[config.mk]
export PLATFORM = sky130hd
export DESIGN_NAME = multicycle_control
export DESIGN_NICKNAME = d
export VERILOG_FILES = /design/src/rtl/multicycle_pkg.sv /design/src/rtl/multicycle_control.sv
export SDC_FILE = /design/constraint.sdc
export NUM_CORES = 1
export LEC_CHECK = 0
export CORE_MARGIN = 2
export CORE_UTILIZATION = 52
export CTS_CLUSTER_DIAMETER = 150
export DETAILED_ROUTE_END_ITERATION = 7
export GPL_TIMING_DRIVEN = 1
export HOLD_SLACK_MARGIN = 0.05
export PLACE_DENSITY = 0.86
export SLEW_MARGIN = 10
export SYNTH_ARGS = -nofsm -noshare
export SYNTH_HDL_FRONTEND = slang
export SYNTH_SLANG_ARGS = --single-unit
[constraint.sdc]
create_clock -name clk -period 5.4 [get_ports clk]
set_input_delay 1.35 -clock clk [delete_from_list [all_inputs] [get_ports clk]]
set_output_delay 1.35 -clock clk [all_outputs]
set_load 0.005 [all_outputs]
[src/rtl/multicycle_pkg.sv]
// Shared encodings for the multicycle RISC-V sequencer: states, opcodes,
// and ALU operand/operation selects.
package multicycle_pkg;

    typedef enum logic [3:0] {
        S_IDLE     = 4'd0,
        S_FETCH    = 4'd1,
        S_DECODE   = 4'd2,
        S_EXEC_R   = 4'd3,
        S_EXEC_I   = 4'd4,
        S_MEM_ADDR = 4'd5,
        S_MEM_RD   = 4'd6,
        S_MEM_WB   = 4'd7,
        S_MEM_WR   = 4'd8,
        S_ALU_WB   = 4'd9,
        S_BRANCH   = 4'd10,
        S_TRAP     = 4'd11
    } state_t;

    localparam logic [6:0] OP_R      = 7'b0110011;
    localparam logic [6:0] OP_I      = 7'b0010011;
    localparam logic [6:0] OP_LOAD   = 7'b0000011;
    localparam logic [6:0] OP_STORE  = 7'b0100011;
    localparam logic [6:0] OP_BRANCH = 7'b1100011;

    localparam logic [1:0] SRCA_PC    = 2'd0;
    localparam logic [1:0] SRCA_RS1   = 2'd1;
    localparam logic [1:0] SRCA_OLDPC = 2'd2;

    localparam logic [1:0] SRCB_RS2   = 2'd0;
    localparam logic [1:0] SRCB_FOUR  = 2'd1;
    localparam logic [1:0] SRCB_IMM   = 2'd2;

    localparam logic [1:0] ALUOP_ADD   = 2'b00;
    localparam logic [1:0] ALUOP_SUB   = 2'b01;
    localparam logic [1:0] ALUOP_FUNCT = 2'b10;

endpackage

[src/rtl/multicycle_control.sv]
// Moore sequencer for a multicycle RISC-V datapath sharing one memory port.
// Outputs decode from the current state (plus memReady/zero where a strobe
// must only fire on the completing cycle); state and instret are registered.
module multicycle_control
    import multicycle_pkg::*;
#(
    parameter int CNT_W = 32
) (
    input  logic             clk,
    input  logic             rst,
    input  logic             start,
    input  logic             haltReq,
    input  logic [6:0]       opcode,
    input  logic             zero,
    input  logic             memReady,
    output logic             pcWrite,
    output logic             pcSrc,
    output logic             iOrD,
    output logic             irWrite,
    output logic             memRead,
    output logic             memWrite,
    output logic             regWrite,
    output logic             memToReg,
    output logic [1:0]       aluSrcA,
    output logic [1:0]       aluSrcB,
    output logic [1:0]       aluOp,
    output logic             busy,
    output logic             trap,
    output logic [CNT_W-1:0] instret
);

    state_t           state_q, state_d;
    logic [CNT_W-1:0] instret_q, instret_d;
    logic             boundary;

    // State and retired-instruction counter; reset aborts any pending access.
    always_ff @(posedge clk) begin
        if (rst) begin
            state_q   <= S_IDLE;
            instret_q <= '0;
        end else begin
            state_q   <= state_d;
            instret_q <= instret_d;
        end
    end

    // Next-state and control-output decode.
    always_comb begin
        state_d  = state_q;
        boundary = 1'b0;
        pcWrite  = 1'b0;
        pcSrc    = 1'b0;
        iOrD     = 1'b0;
        irWrite  = 1'b0;
        memRead  = 1'b0;
        memWrite = 1'b0;
        regWrite = 1'b0;
        memToReg = 1'b0;
        aluSrcA  = SRCA_PC;
        aluSrcB  = SRCB_RS2;
        aluOp    = ALUOP_ADD;
        unique case (state_q)
            S_IDLE: begin
                if (start) state_d = S_FETCH;
            end
            S_FETCH: begin
                // PC+4 is computed every fetch cycle but only committed
                // together with the IR on the completing cycle.
                memRead = 1'b1;
                aluSrcB = SRCB_FOUR;
                if (memReady) begin
                    irWrite = 1'b1;
                    pcWrite = 1'b1;
                    state_d = S_DECODE;
                end
            end
            S_DECODE: begin
                // Precompute the branch target from the old PC.
                aluSrcA = SRCA_OLDPC;
                aluSrcB = SRCB_IMM;
                case (opcode)
                    OP_R:               state_d = S_EXEC_R;
                    OP_I:               state_d = S_EXEC_I;
                    OP_LOAD, OP_STORE:  state_d = S_MEM_ADDR;
                    OP_BRANCH:          state_d = S_BRANCH;
                    default:            state_d = S_TRAP;
                endcase
            end
            S_EXEC_R: begin
                aluSrcA = SRCA_RS1;
                aluSrcB = SRCB_RS2;
                aluOp   = ALUOP_FUNCT;
                state_d = S_ALU_WB;
            end
            S_EXEC_I: begin
                aluSrcA = SRCA_RS1;
                aluSrcB = SRCB_IMM;
                aluOp   = ALUOP_FUNCT;
                state_d = S_ALU_WB;
            end
            S_ALU_WB: begin
                regWrite = 1'b1;
                boundary = 1'b1;
            end
            S_MEM_ADDR: begin
                aluSrcA = SRCA_RS1;
                aluSrcB = SRCB_IMM;
                state_d = (opcode == OP_LOAD) ? S_MEM_RD : S_MEM_WR;
            end
            S_MEM_RD: begin
                memRead = 1'b1;
                iOrD    = 1'b1;
                if (memReady) state_d = S_MEM_WB;
            end
            S_MEM_WB: begin
                regWrite = 1'b1;
                memToReg = 1'b1;
                boundary = 1'b1;
            end
            S_MEM_WR: begin
                memWrite = 1'b1;
                iOrD     = 1'b1;
                boundary = memReady;
            end
            S_BRANCH: begin
                aluSrcA = SRCA_RS1;
                aluSrcB = SRCB_RS2;
                aluOp   = ALUOP_SUB;
                pcSrc   = 1'b1;
                pcWrite = zero;
                boundary = 1'b1;
            end
            S_TRAP: begin
                // Sticky until reset; start is deliberately ignored.
                state_d = S_TRAP;
            end
            default: state_d = S_IDLE;
        endcase
        if (boundary) state_d = haltReq ? S_IDLE : S_FETCH;
    end

    assign instret_d = boundary ? instret_q + CNT_W'(1) : instret_q;
    assign instret   = instret_q;
    assign busy      = (state_q != S_IDLE) && (state_q != S_TRAP);
    assign trap      = (state_q == S_TRAP);

endmodule
=== Word-level counts from Yosys, hierarchy flattened ===
Index checks and enable logic that the tools add are counted.

* Output and inout port bits: 48
* Bits in registers: 36
* Bits of input ports: 13
* Logic and storage cells: 58
* Memories: 0
* Bits in latches: 0
* ROM bits: 0
* Bits in writable memories: 0

* Bitwise operators: 0
* Order comparisons: 0
* Reductions and logical operators: 13
* Equal/unequal tests: 21
* Divide/modulo/power cells: 0
* Mux-type cells: 21
* Multipliers: 0
* Shifts and indexed selects: 0
* Add/sub/neg operators: 1

{| class="wikitable"
|+ Operator list
! operator !! number
|-
| $add 32x1->32 const B || 1
|-
| $pmux 4 s8 || 1
|-
| $mux 4 || 5
|-
| $eq 4x3->1 const B || 4
|-
| $eq 4x4->1 const B || 4
|-
| $pmux 4 s4 || 1
|-
| $eq 7x6->1 const B || 2
|-
| $pmux 2 s2 || 3
|-
| $reduce_or 2->1 || 5
|-
| $mux 1 || 9
|-
| $ne 3x3->1 const B || 3
|-
| $eq 4x2->1 const B || 2
|-
| $reduce_or 4->1 || 2
|-
| $eq 7x2->1 const B || 1
|-
| $eq 7x5->1 const B || 1
|-
| $eq 7x7->1 const B || 1
|-
| $reduce_or 3->1 || 2
|-
| $eq 4x1->1 const B || 1
|-
| $logic_not 4->1 || 1
|-
| $ne 4x4->1 const B || 1
|-
| $pmux 1 s2 || 2
|-
| $reduce_and 4->1 || 1
|-
| $reduce_bool 4->1 || 1
|-
| $ne 2x1->1 const B || 1
|-
| $logic_and 1x1->1 || 1
|}

=== Depth between registers and ports, before layout ===
Gate-level depths: netlist of the first run.

* Depth in word-level cells: 5
* Gate-level depth with buffers: 7
* Mapped depth without buffers: 5

=== Least setup slack after synthesis of the first run ===
No wires, ideal clock.

* Path kind: input-to-output
* Start point: in memReady
* End point: out pcWrite
* Setup slack: 2.168 ns
* Data required time: 4.050 ns
* Arrival time: 1.882 ns
* Stages: 3
* Cell sequence: inv_1 > nor4_1 > a21o_1

* Cells in the longest elaborated chain, start to end: 2

{| class="wikitable"
|+ RTL lines
! element !! line !! source
|-
| start, declared || multicycle_control.sv:15 || <nowiki>input logic memReady,</nowiki>
|-
| $mux 1 || multicycle_control.sv:71 || <nowiki>if (memReady) begin</nowiki>
|-
| $pmux 1 s2 || multicycle_control.sv:62 || <nowiki>unique case (state_q)</nowiki>
|-
| end, declared || multicycle_control.sv:16 || <nowiki>output logic pcWrite,</nowiki>
|}

Every way passes these cells.

=== Worst setup path in the final report of the first run ===
Ends and elaborated chain as after synthesis.

==> Implementation_results.wiki, run 1 <==
{| class="wikitable"
! Metric !! Value
|-
| Fraction of synthesis flops using an asynchronous set or reset pin || 0%
|-
| First-iteration detailed-routing DRC count || 171
|-
| Multi-input gate area || 1348 um2
|-
| Gate Count Post-Synth || 268
|-
| Die Y || 68.58 um
|-
| Routability congestion estimate from global placement || 0.8286
|-
| Clock transition time at the flip-flop clock pins of the worst setup and hold paths || 0.07 ns
|-
| Category of the critical setup timing path || in2out
|-
| Via Count || 2,156
|-
| CTS Buffer Depth || 2
|-
| Total Routed Length || 5128 um
|-
| Required time at the endpoint of the critical path || 4.05 ns
|-
| Post-synthesis simple-gate area fraction || 35.49%
|-
| Clock Skew || 0.005173 ns
|-
| Die Width || 68.58 um
|-
| Leftover overflow at the end of global routing || 0
|-
| Initial standard-cell utilization of the core || 54.21%
|-
| Number of cell rows || 23
|-
| Sequential element share of the synthesized area || 33.24%
|-
| Largest driver fanout on the critical path || 4
|-
| Total standard cell area after synthesis || 2168 um2
|-
| Sum Neg Setup Slack || 0 ns
|-
| Final worst-path cycle share || 77.89%
|-
| Count of flip-flops with a built-in enable after synthesis || 0
|-
| Setup violation total in the final timing report || 0
|-
| Setup slack of the critical path after layout || 1.194 ns
|-
| Average via count per standard cell || 5.859
|-
| Worst min-delay path class || reg2reg
|-
| Mean cell area of the mapped netlist || 8.091 um2
|-
| Max H-tree Level || 2
|-
| Post_cts resized || 0
|-
| Power per unit of standard cell area || 235.5 nW/um2
|-
| Core footprint || 4000 um2
|-
| Compound-Gate Fraction of Synth Area || 17.60%
|-
| Final Max Slew Viols || 0
|-
| Dominant combinational cell family by area after synthesis || simple AND/OR/NAND/NOR gates
|-
| Register area || 720.7 um2
|-
| Commonest non-fill, non-tap cell in the layout || clkdlybuf4s50_1
|-
| Slew at the pin closest to its max-slew limit || 0.8350 ns
|-
| Number of sinks handled by clock tree synthesis || 36
|-
| Result of the run || finished clean
|-
| Top-level I/O count || 61
|-
| Adder-cell share of the synthesized area || 0.5770%
|-
| Crit. End Element || output pin
|-
| Count of inserted antenna diode cells || 0
|-
| Max IR drop VDD || 0.0001400 V
|-
| Register bit total from synthesis || 36
|-
| Distinct cell type count after synthesis || 57
|-
| Clock latency of the later-clocked register in the worst-skew pair || 0.28 ns
|-
| Post-detailed-placement cell area || 2750 um2
|-
| Reported leakage power || 0.9118 nW
|-
| Final instance area || 2828 um2
|-
| Via count of the first global-routing pass || 1,852
|-
| Post-CTS Repair Setup Buffers || 0
|-
| Synth warn || 0
|-
| Most frequent cells in the layout || clkdlybuf4s50_1, dfxtp_1, nor2_1
|-
| Synthesized netlist net count || 282
|-
| Number of antenna violations at the first check in global routing || 0
|-
| Setup repair after global routing missed its margin || false
|-
| Post-synthesis share of cell area spent on xor and xnor gates || 6.463%
|-
| CTS tree || yes
|-
| Wire length of the first global-routing pass || 8314 um
|-
| CP startpoint kind || input port
|-
| Predominant post-synthesis flop cell || dfxtp_1
|-
| Root Buffer || clkbuf_8
|-
| Overall track demand over capacity in global routing || 22.67%
|-
| Count of hold-fix buffers inserted at cts || 0
|-
| Multiplexer share of the synthesized area || 2.020%
|-
| Proportion of layout cells with a drive suffix above 1 || 6.289%
|-
| Hold Violations, Final || 0
|-
| Arrival time of the worst setup path || 2.86 ns
|-
| Die Outline Area || 4703 um2
|-
| Total DRC errors in the routed layout || 0
|-
| Length of the first detailed-routing pass in iterations || 4
|-
| Area growth from synthesis to final layout || 30.41%
|-
| Worst slack at placement || 1.198 ns
|-
| Maximum number of pins on one net before global-route repair || 37
|-
| Post-DR wirelength/cell || 13.93 um
|-
| DRT antenna net count || 0
|-
| Quantity of I/O buffers inserted on ports || 60
|-
| Nets@finish || 332
|-
| Slew margin rel. || 44.33%
|-
| Max-cap violations || 0
|-
| Post-DP HPWL || 3652 um
|-
| TritonCTS buffer count || 5
|-
| Fmax || 0.2378 GHz
|-
| Filler Cells Inserted || 346
|-
| Clock period minus worst slack || 4.206 ns
|}
==> per-layer routing <==
metal | up-vias | GRT usage [%] | wire length [um]
li1 | 1078 | - | -
met5 | - | 0 | 0
met3 | 0 | 4.221 | 193
met2 | 53 | 38.10 | 2551
met1 | 1025 | 30.67 | 2383
met4 | 0 | 3.750 | 0
==> critical path: stages <==
cell and delay [ns]:
clkdlybuf4s50_1 0.49, inv_1 0.09, nor4_1 0.31, a21o_1 0.13
clkdlybuf4s50_1 0.49
==> cell families (layout without fill, tap and decap cells) <==
family	after synthesis	count (layout)
compound gates	59	59
xor+xnor	16	16
fa+ha+maj	1	1
buf+inv	21	71
flops	36	36
mux	4	4
simple gates	131	131
==> final cells by class <==
class                           count  share of cell area (%)
Sequential cell                    36                   25.49
Inverter                            3                  0.3982
Clock buffer                        6                   2.566
Clock inverter                      1                  0.1770
Multi-Input combinational cell    211                   47.65
Tap cell                           50                   2.212
Timing Repair Buffer               61                   21.50
==> metrics by stage <==
stage | power, mW | cells | utilization (%) | hold WS (ns)
floorplan | 0.4233 | 268 | - | 0.4682
global placement | 0.4881 | 361 | 68.75 | 0.4589
detailed placement | 0.4906 | 361 | 68.75 | 0.4770
CTS | 0.6674 | 368 | 70.69 | 0.4864
global route | 0.6969 | 368 | 70.69 | 0.5160
finish | 0.6660 | 368 | 70.69 | 0.4841
==> report_power, final <==
group	switching (mW)	total, mW	leakage (nW)	internal, mW
clock network	0.0913	0.179	0.0410	0.0877
registers	0.0349	0.308	0.290	0.273
logic	0.0755	0.179	0.580	0.104
total	0.202	0.666	0.912	0.464
==> Yosys cell counts, types with 5 or more instances <==
cell type   n  area (um2)
dfxtp_1    36       720.7
nor2_1     26       97.59
a21oi_1    22       110.1
nand2_1    21       78.83
clkbuf_1   10       37.54
nand3_1    10       50.05
nand4_1     8       50.05
xnor2_1     8       70.07
xor2_1      8       70.07
nand2b_1    7       43.79
o21ai_0     7       35.03
or3_1       7       43.79
and3_1      6       37.54
nor3_1      6       30.03
and2_1      5       31.28
and4_1      5       43.79
o31ai_1     5       37.54
==> flip-flops by register name, summed over array words and instances (netlist names) <==
name,flops
instret,32
state_q,4
==> final timing paths <==
check | endpoint | slack (ns) | startpoint | depth (start not counted)
hold reg to reg | instret[31] | 0.48 | instret[31] | 2
setup reg to reg | instret[31] | 2.93 | state_q[3] | 5
hold / removal | instret[31] | 0.48 | instret[31] | 2
setup / recovery | pcWrite | 1.19 | memReady | 5
No activity file was read; power rests on OpenSTA's default activity.
==> inputs of run 2 (changes only) <==
CORE_UTILIZATION = 48   (was 52)
PLACE_DENSITY = 0.8   (was 0.86)
clock period = 4.38 ns   (was 5.4 ns; I/O delays follow)
==> run 2 against run 1 <==
Effect of this change:
- hold slack better by 0.0014 ns
- via count grew 1.3%
- sequential share of layout area down 0.090 points
- critical endpoint unchanged
- count of clock-buffer cells in the layout did not move
- power rose by 24%
- highest routed layer is now met4
- clock power is 23% higher
- setup slack worse by 0.51 ns
- sequential power up 20%
- global-route usage decreased by 1.3 points
- critical path type unchanged
- sequential cell count unchanged
- design area is 0.35% higher
==> Implementation_results.wiki, run 2 (synthesis results as in run 1) <==
{| class="wikitable"
! Metric !! Value
|-
| Max H-tree Level || 2 (unchanged)
|-
| Root Buffer || clkbuf_8 (unchanged)
|-
| Commonest non-fill, non-tap cell in the layout || clkdlybuf4s50_1 (unchanged)
|-
| Clock period minus worst slack || 3.697 ns
|-
| Post-CTS Repair Setup Buffers || 0 (unchanged)
|-
| Clock transition time at the flip-flop clock pins of the worst setup and hold paths || 0.07 ns (about the same)
|-
| Average via count per standard cell || 5.889 (was 5.859)
|-
| Post-detailed-placement cell area || 2760 um2 (was 2750 um2)
|-
| Slew margin rel. || 44.27% (was 44.33%)
|-
| Instance count after placement with tap cells included || 364 (was 361)
|-
| WHS || 0.4855 ns (was 0.4841 ns)
|-
| Crit. End Element || output pin (unchanged)
|-
| Wire length of the first global-routing pass || 8914 um (was 8314 um)
|-
| Cell family with the largest share of critical-path delay || buffers and inverters (unchanged)
|-
| Filler Cells Inserted || 396 (was 346)
|-
| Maximum number of pins on one net before global-route repair || 25 (was 37)
|-
| Die Outline Area || 5071 um2 (was 4703 um2)
|-
| Post_cts resized || 0 (unchanged)
|-
| Worst min-delay path endpoint || instret[31] (unchanged)
|-
| Total Power || 824.8 uW (was 666.0 uW)
|-
| Final Max Slew Viols || 0 (unchanged)
|-
| CP startpoint kind || input port (unchanged)
|-
| Top-level I/O count || 61 (unchanged)
|-
| Hold path cells || 2 (unchanged)
|-
| Largest driver fanout on the critical path || 4 (unchanged)
|-
| TritonCTS buffer count || 5 (unchanged)
|-
| Hold Violations, Final || 0 (unchanged)
|-
| Number of flip-flops under the largest register name || 32 (unchanged)
|-
| Reported leakage power || 0.9172 nW (was 0.9118 nW)
|-
| Final core utilization || 65.17% (was 70.69%)
|-
| Via Count || 2,185 (was 2,156)
|-
| R2r startpoint || state_q[2] (was state_q[3])
|-
| Slew at the pin closest to its max-slew limit || 0.8360 ns (was 0.8350 ns)
|-
| Count of inserted antenna diode cells || 0 (unchanged)
|-
| Setup violation total in the final timing report || 0 (unchanged)
|-
| Post-DP HPWL || 3854 um (was 3652 um)
|-
| Sum of buffers and inverters on the critical path || 3 (unchanged)
|-
| Overall track demand over capacity in global routing || 21.36% (was 22.67%)
|-
| Category of the critical setup timing path || in2out (unchanged)
|-
| Clock Skew || 0.007894 ns (was 0.005173 ns)
|-
| FF-to-FF End || instret[31] (unchanged)
|-
| Leftover overflow at the end of global routing || 0 (unchanged)
|-
| First-iteration detailed-routing DRC count || 122 (was 171)
|-
| Max-cap violations || 0 (unchanged)
|-
| Quantity of I/O buffers inserted on ports || 60 (unchanged)
|-
| Setup repair after global routing missed its margin || false (unchanged)
|-
| Number of antenna violations at the first check in global routing || 0 (unchanged)
|-
| Sum Neg Setup Slack || 0 ns (unchanged)
|-
| Critical-path top delay cell || clkdlybuf4s50_1 (unchanged)
|-
| Non-filler instance count after layout || 371 (was 368)
|-
| CTS Buffer Depth || 2 (unchanged)
|-
| Fmax || 0.2705 GHz
|-
| Arrival time of the worst setup path || 2.60 ns (was 2.86 ns)
|-
| Initial standard-cell utilization of the core || 49.80% (was 54.21%)
|-
| Worst min-delay path class || reg2reg (unchanged)
|-
| Result of the run || finished clean (unchanged)
|-
| Required time at the endpoint of the critical path || 3.28 ns (was 4.05 ns)
|-
| Peak per-stage delay on the critical path || 0.49 ns (about the same)
|-
| Total DRC errors in the routed layout || 0 (unchanged)
|-
| Most frequent cells in the layout || clkdlybuf4s50_1, dfxtp_1, nor2_1 (unchanged)
|-
| Critical-path cell list || clkdlybuf4s50_1, inv_1, nor4_1, a21o_1, clkdlybuf4s50_1 (unchanged)
|-
| Slack of the worst reg-to-reg path || 2.00 ns (was 2.93 ns)
|-
| Area growth from synthesis to final layout || 30.87% (was 30.41%)
|-
| Die Width || 71.21 um (was 68.58 um)
|-
| Setup slack of the critical path after layout || 0.6833 ns (was 1.194 ns)
|-
| Number of sinks handled by clock tree synthesis || 36 (unchanged)
|-
| Startpoint of the most critical hold path || instret[31] (unchanged)
|-
| Clock latency of the later-clocked register in the worst-skew pair || 0.29 ns (was 0.28 ns)
|-
| Nets@finish || 333 (was 332)
|-
| Cell type with the highest occurrence count on the critical path || clkdlybuf4s50_1 (unchanged)
|-
| Total Routed Length || 5393 um (was 5128 um)
|-
| Reg2Reg Depth || 5 (unchanged)
|-
| DRT antenna net count || 0 (unchanged)
|-
| Via count of the first global-routing pass || 1,932 (was 1,852)
|-
| Final instance area || 2838 um2 (was 2828 um2)
|-
| Number of cell rows || 24 (was 23)
|-
| Worst slack at placement || 0.6873 ns (was 1.198 ns)
|-
| Proportion of layout cells with a drive suffix above 1 || 6.583% (was 6.289%)
|-
| Routability congestion estimate from global placement || 0.8247 (was 0.8286)
|-
| Count of hold-fix buffers inserted at cts || 0 (unchanged)
|-
| Final worst-path cycle share || 84.40%
|-
| Max IR drop VDD || 0.0001939 V (was 0.0001400 V)
|-
| CTS tree || yes (unchanged)
|-
| Length of the first detailed-routing pass in iterations || 4 (unchanged)
|-
| Power per unit of standard cell area || 290.6 nW/um2 (was 235.5 nW/um2)
|-
| Core footprint || 4354 um2 (was 4000 um2)
|-
| Post-DR wirelength/cell || 14.54 um (was 13.93 um)
|-
| Die Y || 71.21 um (was 68.58 um)
|}
[run 2: power breakdown]
part / internal (mW) / total (mW) / switching (mW)
clock: 0.108 / 0.221 / 0.113
sequential: 0.337 / 0.369 / 0.0321
combinational: 0.130 / 0.235 / 0.105
total: 0.575 / 0.825 / 0.250
[run 2: final cells by class]
class                   instances  area [um2]  area share (%)
inverters                       3       11.26          0.3968
repair buffers                 62       615.6           21.69
clock buffers                   6       72.57           2.557
well taps                      52       65.06           2.293
flip-flops and latches         36       720.7           25.40
clock inverters                 1       5.005          0.1764
multi-input cells             211        1348           47.49
[run 2: metal layers]
metal	wire length [um]	track usage (%)	vias up	share of wire, %
met4	57	6.499	0	1.1
met5	0	0	-	0
li1	-	-	1101	-
met3	277	3.797	5	5.1
met1	2606	29.80	1019	48
met2	2451	33.85	60	45
[run 2: how the worst max path moves through the flow]
stage              from  endpoint  slack (ns)  cells after the start
6_report       memReady   pcWrite        0.68                      5
2_1_floorplan  memReady   pcWrite        1.66                      3
3_3_place_gp   memReady   pcWrite        0.72                      5
3_5_place_dp   memReady   pcWrite        0.69                      5
5_1_grt        memReady   pcWrite        0.59                      5
4_1_cts        memReady   pcWrite        0.68                      5
[run 2: worst min-delay path, delay by kind of cell (launching register included)]
family,cells,cell delay [ns]
flip-flops,1,0.32
AO/OA/AOI/OAI,2,0.11
